`src/rtl/banded_traceback_walker.sv`:
```
// Banded Smith-Waterman traceback walker: follows per-PE pointer memories
// from the bottom-right cell and emits aligned (R, Q) symbol pairs.
module banded_traceback_walker #(
    parameter int B = 4,
    parameter int L = 8
) (
    input  logic           clk,
    input  logic           reset,
    input  logic           start_traceback,
    input  logic [3*L-1:0] R_sub,
    input  logic [3*L-1:0] Q_sub,
    input  logic [7:0]     rel_pos,
    output logic [1:0]     pe_id,
    output logic [7:0]     addr,
    output logic [2:0]     out_r,
    output logic [2:0]     out_q,
    output logic           out_valid,
    output logic [7:0]     pair_count,
    output logic           finish,
    output logic           band_err
);

    typedef enum logic [1:0] {IDLE, REQ, EVAL, DONE} state_t;

    localparam logic [1:0] D_END  = 2'b00;
    localparam logic [1:0] D_DIAG = 2'b01;
    localparam logic [1:0] D_UP   = 2'b10;
    localparam logic [1:0] D_LEFT = 2'b11;
    localparam logic [2:0] GAP    = 3'b100;
    localparam logic [7:0] MAX_PAIRS = 8'(2 * L - 1);

    state_t     state_q, state_d;
    logic [1:0] dir_q, dir_d;
    logic [7:0] j_q, j_d;
    logic [1:0] pe_id_q, pe_id_d;
    logic [7:0] addr_q, addr_d;
    logic [2:0] out_r_q, out_r_d;
    logic [2:0] out_q_q, out_q_d;
    logic       out_valid_q, out_valid_d;
    logic [7:0] pair_count_q, pair_count_d;
    logic       finish_q, finish_d;
    logic       band_err_q, band_err_d;

    logic       step_i, step_j, under, off_band;
    logic [2:0] r_sym, q_sym;
    logic [7:0] cnt_new;
    int         pe_new;
    logic       unused_rel;

    // Only the direction code is meaningful in the pointer word.
    assign unused_rel = ^rel_pos[7:2];

    always_comb begin
        state_d      = state_q;
        dir_d        = dir_q;
        j_d          = j_q;
        pe_id_d      = pe_id_q;
        addr_d       = addr_q;
        out_r_d      = out_r_q;
        out_q_d      = out_q_q;
        out_valid_d  = 1'b0;
        pair_count_d = pair_count_q;
        finish_d     = finish_q;
        band_err_d   = band_err_q;

        r_sym = 3'b000;
        q_sym = 3'b000;
        for (int k = 0; k < L; k++) begin
            if (addr_q == 8'(k)) r_sym = R_sub[3*k +: 3];
            if (j_q == 8'(k))    q_sym = Q_sub[3*k +: 3];
        end

        step_i = (dir_q == D_DIAG) || (dir_q == D_UP);
        step_j = (dir_q == D_DIAG) || (dir_q == D_LEFT);
        under  = (step_i && addr_q == 8'd0) || (step_j && j_q == 8'd0);

        // UP moves toward higher PEs, LEFT toward lower, DIAG stays.
        pe_new = int'(pe_id_q);
        if (dir_q == D_UP)   pe_new = pe_new + 1;
        if (dir_q == D_LEFT) pe_new = pe_new - 1;
        off_band = (pe_new < 0) || (pe_new > B - 1);
        cnt_new  = pair_count_q + 8'd1;

        case (state_q)
            IDLE: begin
                if (start_traceback) begin
                    state_d      = REQ;
                    j_d          = 8'(L - 1);
                    pe_id_d      = 2'(B / 2);
                    addr_d       = 8'(L - 1);
                    pair_count_d = 8'd0;
                    band_err_d   = 1'b0;
                end
            end
            REQ: begin
                dir_d   = rel_pos[1:0];
                state_d = EVAL;
            end
            EVAL: begin
                if (dir_q == D_END) begin
                    state_d  = DONE;
                    finish_d = 1'b1;
                end else begin
                    out_r_d      = step_i ? r_sym : GAP;
                    out_q_d      = step_j ? q_sym : GAP;
                    out_valid_d  = 1'b1;
                    pair_count_d = cnt_new;
                    band_err_d   = off_band;
                    if (!under && !off_band) begin
                        pe_id_d = pe_new[1:0];
                        addr_d  = addr_q - 8'(step_i);
                        j_d     = j_q - 8'(step_j);
                    end
                    if (under || off_band || cnt_new == MAX_PAIRS) begin
                        state_d  = DONE;
                        finish_d = 1'b1;
                    end else begin
                        state_d = REQ;
                    end
                end
            end
            DONE: begin
                if (!start_traceback) begin
                    state_d  = IDLE;
                    finish_d = 1'b0;
                end
            end
            default: state_d = IDLE;
        endcase
    end

    always_ff @(posedge clk) begin
        if (reset) begin
            state_q      <= IDLE;
            dir_q        <= D_END;
            j_q          <= 8'd0;
            pe_id_q      <= 2'd0;
            addr_q       <= 8'd0;
            out_r_q      <= 3'd0;
            out_q_q      <= 3'd0;
            out_valid_q  <= 1'b0;
            pair_count_q <= 8'd0;
            finish_q     <= 1'b0;
            band_err_q   <= 1'b0;
        end else begin
            state_q      <= state_d;
            dir_q        <= dir_d;
            j_q          <= j_d;
            pe_id_q      <= pe_id_d;
            addr_q       <= addr_d;
            out_r_q      <= out_r_d;
            out_q_q      <= out_q_d;
            out_valid_q  <= out_valid_d;
            pair_count_q <= pair_count_d;
            finish_q     <= finish_d;
            band_err_q   <= band_err_d;
        end
    end

    assign pe_id      = pe_id_q;
    assign addr       = addr_q;
    assign out_r      = out_r_q;
    assign out_q      = out_q_q;
    assign out_valid  = out_valid_q;
    assign pair_count = pair_count_q;
    assign finish     = finish_q;
    assign band_err   = band_err_q;

endmodule
```
`config.mk`:
```
export PLATFORM = sky130hd
export DESIGN_NAME = banded_traceback_walker
export DESIGN_NICKNAME = d
export VERILOG_FILES = /design/src/rtl/banded_traceback_walker.sv
export SDC_FILE = /design/constraint.sdc
export NUM_CORES = 1
export LEC_CHECK = 0
export BUFFER_PORTS_ARGS = -buffer_cell sky130_fd_sc_hd__buf_2
export CAP_MARGIN = 20
export CORE_ASPECT_RATIO = 0.8
export CORE_UTILIZATION = 35
export CTS_CLUSTER_SIZE = 8
export DETAILED_ROUTE_END_ITERATION = 10
export HOLD_SLACK_MARGIN = 0.12
export SYNTH_ARGS = -nofsm -noshare
export SYNTH_HDL_FRONTEND = slang
export SYNTH_SLANG_ARGS = --single-unit
```
`constraint.sdc`:
```
create_clock -name clk -period 2.58 [get_ports clk]
set_clock_uncertainty 0.15 [all_clocks]
set_input_delay 0.645 -clock clk [delete_from_list [all_inputs] [get_ports clk]]
set_output_delay 0.645 -clock clk [all_outputs]
set_load 0.02 [all_outputs]
```
== After elaboration in Yosys (flattened, before gate mapping) ==
Index checks and enable logic that the tools add are counted.
Word-level totals
  flip-flop bits (word level): 39
  bits in latches: 0
  RAM bits: 0
  ROM bits: 0
  input port bits: 59
  output and inout bits: 27
  logic and storage cells: 116
  memories: 0
Cells by class
  add/subtract/negate cells: 5
  multiply operators: 0
  div/mod/pow operators: 0
  order comparisons: 2
  equal/unequal tests: 26
  shift-type cells: 0
  mux-type cells: 47
  bitwise gates (word level): 2
  reductions and logical operators: 23
Operators by type and width (number)
  equality test 8 x 3 -> 1 bit (second input constant): 8
  two-way mux 3 bit: 19
  two-way mux 8 bit: 7
  case mux 8 bit (2 select lines): 3
  equality test 8 x 2 -> 1 bit (second input constant): 4
  > comparator 32 x 3 -> 1 bit (second input constant): 1
  less-than comparator 32 x 1 -> 1 bit (second input constant): 1
  two-way mux 32 bit: 1
  subtractor 32 x 2 -> 32 bit (second input constant): 1
  equality test 8 x 1 -> 1 bit (second input constant): 2
  zero test 8 bit: 2
  subtractor 8 x 1 -> 8 bit: 2
  two-way mux 2 bit: 7
  adder 8 x 1 -> 8 bit (second input constant): 1
  equality test 2 bit (second input constant): 4
  equality test 8 x 4 -> 1 bit (second input constant): 1
  != test 2 bit (second input constant): 4
  case mux 2 bit (4 select lines): 1
  logical OR 1 bit: 6
  two-way mux 1 bit: 6
  AND reduction 3 bit: 2
  equality test 2 x 1 -> 1 bit (second input constant): 2
  zero test 2 bit: 2
  case mux 1 bit (2 select lines): 2
  other kinds (10): 16

== Longest topological paths before layout ==
  word-level depth: 11
  mapped depth: 10

== Least setup slack after synthesis ==
Ideal clock, no wire load.
  path type: register to register
  start point: register pe_id_q[0] (netlist: pe_id[0])
  end point: register addr_q[7] (netlist: addr[7])
  library setup time: 0.070 ns
  arrival time: 2.170 ns
  required time: 2.360 ns
  slack: 0.190 ns
  stages on the path, launching flop included: 7
  period minus slack after synthesis: 2.390 ns
  path through: dfxtp_1 ha_1 nand2b_1 o311ai_2 a21oi_4 or4_1 a21oi_1
On the way
  longest elaborated chain between the ends: 10
Ends and longest elaborated chain
  from (decl): RTL line 35  | logic [1:0] pe_id_q, pe_id_d;
  from (signal assigned): RTL line 149  | pe_id_q <= pe_id_d;
  adder 2 x 1 -> 3 bit: RTL line 79  | if (dir_q == D_UP) pe_new = pe_new + 1;
  two-way mux 3 bit *: RTL line 79
  subtractor 32 x 2 -> 32 bit: RTL line 80  | if (dir_q == D_LEFT) pe_new = pe_new - 1;
  two-way mux 32 bit *: RTL line 80
  less-than comparator 32 x 1 -> 1 bit or > comparator 32 x 3 -> 1 bit (tied branches): RTL line 81  | off_band = (pe_new < 0) || (pe_new > B - 1);
  logical OR 1 bit *: RTL line 81
  zero test 1 bit *: RTL line 109  | if (!under && !off_band) begin
  logical AND 1 bit *: RTL line 109
  != test 2 bit (no source line) *
  AND reduction 4 bit (no source line) *
  to (signal assigned): RTL line 150  | addr_q <= addr_d;
  to (decl): RTL line 36  | logic [7:0] addr_q, addr_d;
Every way passes the cells marked *; elsewhere a longest branch is shown, timed or not.
A chain may end at the register's enable or synchronous reset.

== Worst setup path in the final report ==
  start point: register dir_q[1]
  end point: register addr_q[4] (netlist: addr[4])
On the way
  longest elaborated chain between the ends: 10
Ends and longest elaborated chain
  from (decl): RTL line 33  | logic [1:0] dir_q, dir_d;
  from (signal assigned): RTL line 147  | dir_q <= dir_d;
  equality test 2 bit: RTL line 73, 79
  two-way mux 3 bit: RTL line 79
  subtractor 32 x 2 -> 32 bit: RTL line 80
  two-way mux 32 bit: RTL line 80
  less-than comparator 32 x 1 -> 1 bit or > comparator 32 x 3 -> 1 bit (tied branches): RTL line 81
  logical OR 1 bit: RTL line 81
  zero test 1 bit: RTL line 109
  logical AND 1 bit: RTL line 109
  != test 2 bit (no source line)
  AND reduction 4 bit (no source line)
Parallel ways exist; a longest one is shown, timed or not. The select of a mux whose other input is x is not followed.

==> qor.txt <==
CTS buffer count: 5
crit end category: flop
flops & latches, synth: 39
Vias per Instance: 5.424
most frequent cells after synthesis: dfxtp_1, nor2_1, a21oi_1, o21ai_0, nand2_1
Seq/Total Area, Yosys: 30.32%
first-pass GRT wire length: 11.03 mm
antenna cells: 0
Hold Path Class: reg2reg
Net count, final: 464
grt total ovfl: 0
slew margin rel.: 63.21%
Final min period: 2488 ps
min setup slack post-route: 92.39 ps
top-area cell type share of the netlist area: 30.32%
Post-Syn Nets: 375
max-slew violations: 0
prevailing post-synth register cell: dfxtp_1
Starting Density: 36.82%
Place WS: 117.3 ps
HPWL Detailed: 5.105 mm
Crit Path Category: reg2reg
Mapped Area: 2575 um2
gp weighted congestion: 0.7827
die area: 7706 um2
final wirelength: 6.975 mm
pwr/cell area: 477.0 nW/um2
CTS Root Buffer Type: clkbuf_8
final hold violations: 0
initial antenna violation count: 0
global-route usage over all layers: 17.66%
Routed Antenna Nets: 0
DR iter-0 viols: 141
Setup Viol. Count Final: 0
die height: 78.72 um
DR WL/cell: 14.50 um
CTS tree: done
clk_lat worst skew: 290 ps
worst-path fanout max: 9
post-synth cell types: 57
met3 WL: 406 um
final period utilization: 96.42%
fin util: 45.86%
Worst setup SP type: flop
Slew @ Worst Pin: 551.1 ps
leakage power: 0.001337 uW
Reg clk slew, reported paths: 80 ps
fin area: 3207 um2
CP Data Arrival Time: 2560 ps
worst vdd ir: 0.3122 mV
# IOs: 86
run status: finished, violations left
failing checks: design-rule violations
yosys warns: 0
slowest CP cell: or4_1
ys async rst share: 0%
pin count of the biggest net entering global routing: 26
num rows: 27
critical path cell sequence: ha_1 > nand2_1 > o311ai_4 > a21oi_4 > or4_1 > a21oi_1
ratio of cells with drive above 1 in the final layout: 33.25%
FMAX: 402.0 MHz
WP buf/inv: 0
number of global-route vias before repair: 2379
top sig layer: met4
top post-synthesis cells by area: dfxtp_1, mux4_2, ha_1, nor2_1, a21oi_1
clock sink count: 39
MaxCap Viol Count: 0
fillers: 701
Max Root-Sink Buffers: 2
number of port buffers: 79
EDFF count, synth: 0
Max stage delay on crit path: 520 ps
H-tree levels: 2
drt drc: 4
RSZ-0062 raised after global routing: true
setup TNS: 0 ps
Post-Place Cell Area: 3065 um2
Chip Width: 97.90 um
WP data required: 2650 ps
Avg Cell Area, Syn: 8.470 um2
met2 WL: 3.078 mm
core region area: 6993 um2
Yosys top cell by area: dfxtp_1
Met1 Wirelength: 3.431 mm
vias post-DR: 2609
Power, Total: 1530 uW
Area Overhead vs Synth: 24.54%
Detailed Routing Iterations Pass 1: 7
delay-heaviest family, CP: compound AO/OA/AOI/OAI gates
Syn Inst Count: 304
## metal layers
| layer | vias up | global-route usage, % |
|---|---|---|
| met5 | - | 0 |
| met4 | 0 | 4.091 |
| met3 | 7 | 3.873 |
| met2 | 63 | 27.25 |
| met1 | 1226 | 25.04 |
| li1 | 1313 | - |
## state kept, by name (all words and copies together), names as in the netlist, 2 cells and up
name and flops:
addr 8, j_q 8, pair_count 8, out_q 3, out_r 3, dir_q 2, pe_id 2, state_q 2
## kinds of logic (layout without fill, tap and decap cells)
family	Yosys count	in the layout	share of synthesized area, %
and+or+nand+nor	119	119	24.54
DFF	39	39	30.32
xor gates and xnor gates	6	6	2.041
muxes	13	13	8.455
buffers and inverters	29	117	6.803
adders and majority gates	12	12	5.831
AOI/OAI and AO/OA	86	88	22.01
## final timing paths
| kind | from | end | slack (ps) | cells past startpoint |
|---|---|---|---|---|
| worst max-delay path | dir_q[1] | addr[4] | 90 | 6 |
| worst min-delay path | out_q[1] | out_q[1] | 300 | 2 |
| worst max register to register | dir_q[1] | addr[4] | 90 | 6 |
| worst min register to register | out_q[1] | out_q[1] | 300 | 2 |
## placed cells by master (no fill, tap or decap), types with 4 or more instances in the layout
cell      instances
a21oi_1          26
a311oi_1          6
a31oi_1           4
buf_2            79
buf_4            17
clkbuf_8          5
dfxtp_1          39
ha_1             11
inv_1            13
mux2i_1           6
mux4_2            7
nand2_1          19
nand2b_1          4
nand3_1          12
nand4_1           8
nor2_1           39
nor3_1            6
o21ai_0          21
o31ai_1           4
or3_2             6
## what timing repair did
action	in CTS	in global routing
hold endpoints to repair	0	0
gates resized for setup	0	4
setup endpoints to repair	0	13
buffers inserted	0	2
hold buffers	0	0
## metrics by stage
step	hold slack, ps	cells
2_1_floorplan	303.3	304
4_1_cts	303.7	477
3_3_place_gp	290.7	469
5_1_grt	322.1	481
3_5_place_dp	286.1	469
6_report	297.6	481
## cell type report
type                       instances  area (um2)  area share [%]
tap                               87       108.9           3.394
multi-input combinational        238        1664           51.89
timing repair buffer              96       523.0           16.31
sequential                        39       780.7           24.35
clock buffer                       7       76.32           2.380
inverter                          13       48.80           1.522
clock inverter                     1       5.005          0.1561
## worst register-to-register path, cell delays in order (launching register included)
cell,delay (ps)
dfxtp_1,420
ha_1,340
nand2_1,170
o311ai_4,500
a21oi_4,170
or4_1,520
a21oi_1,150
## report_power, final
part | switching, uW | internal [uW]
sequential | 44.6 | 629
clock | 218 | 190
combinational | 243 | 205
No activity file was read; power rests on OpenSTA's default activity.
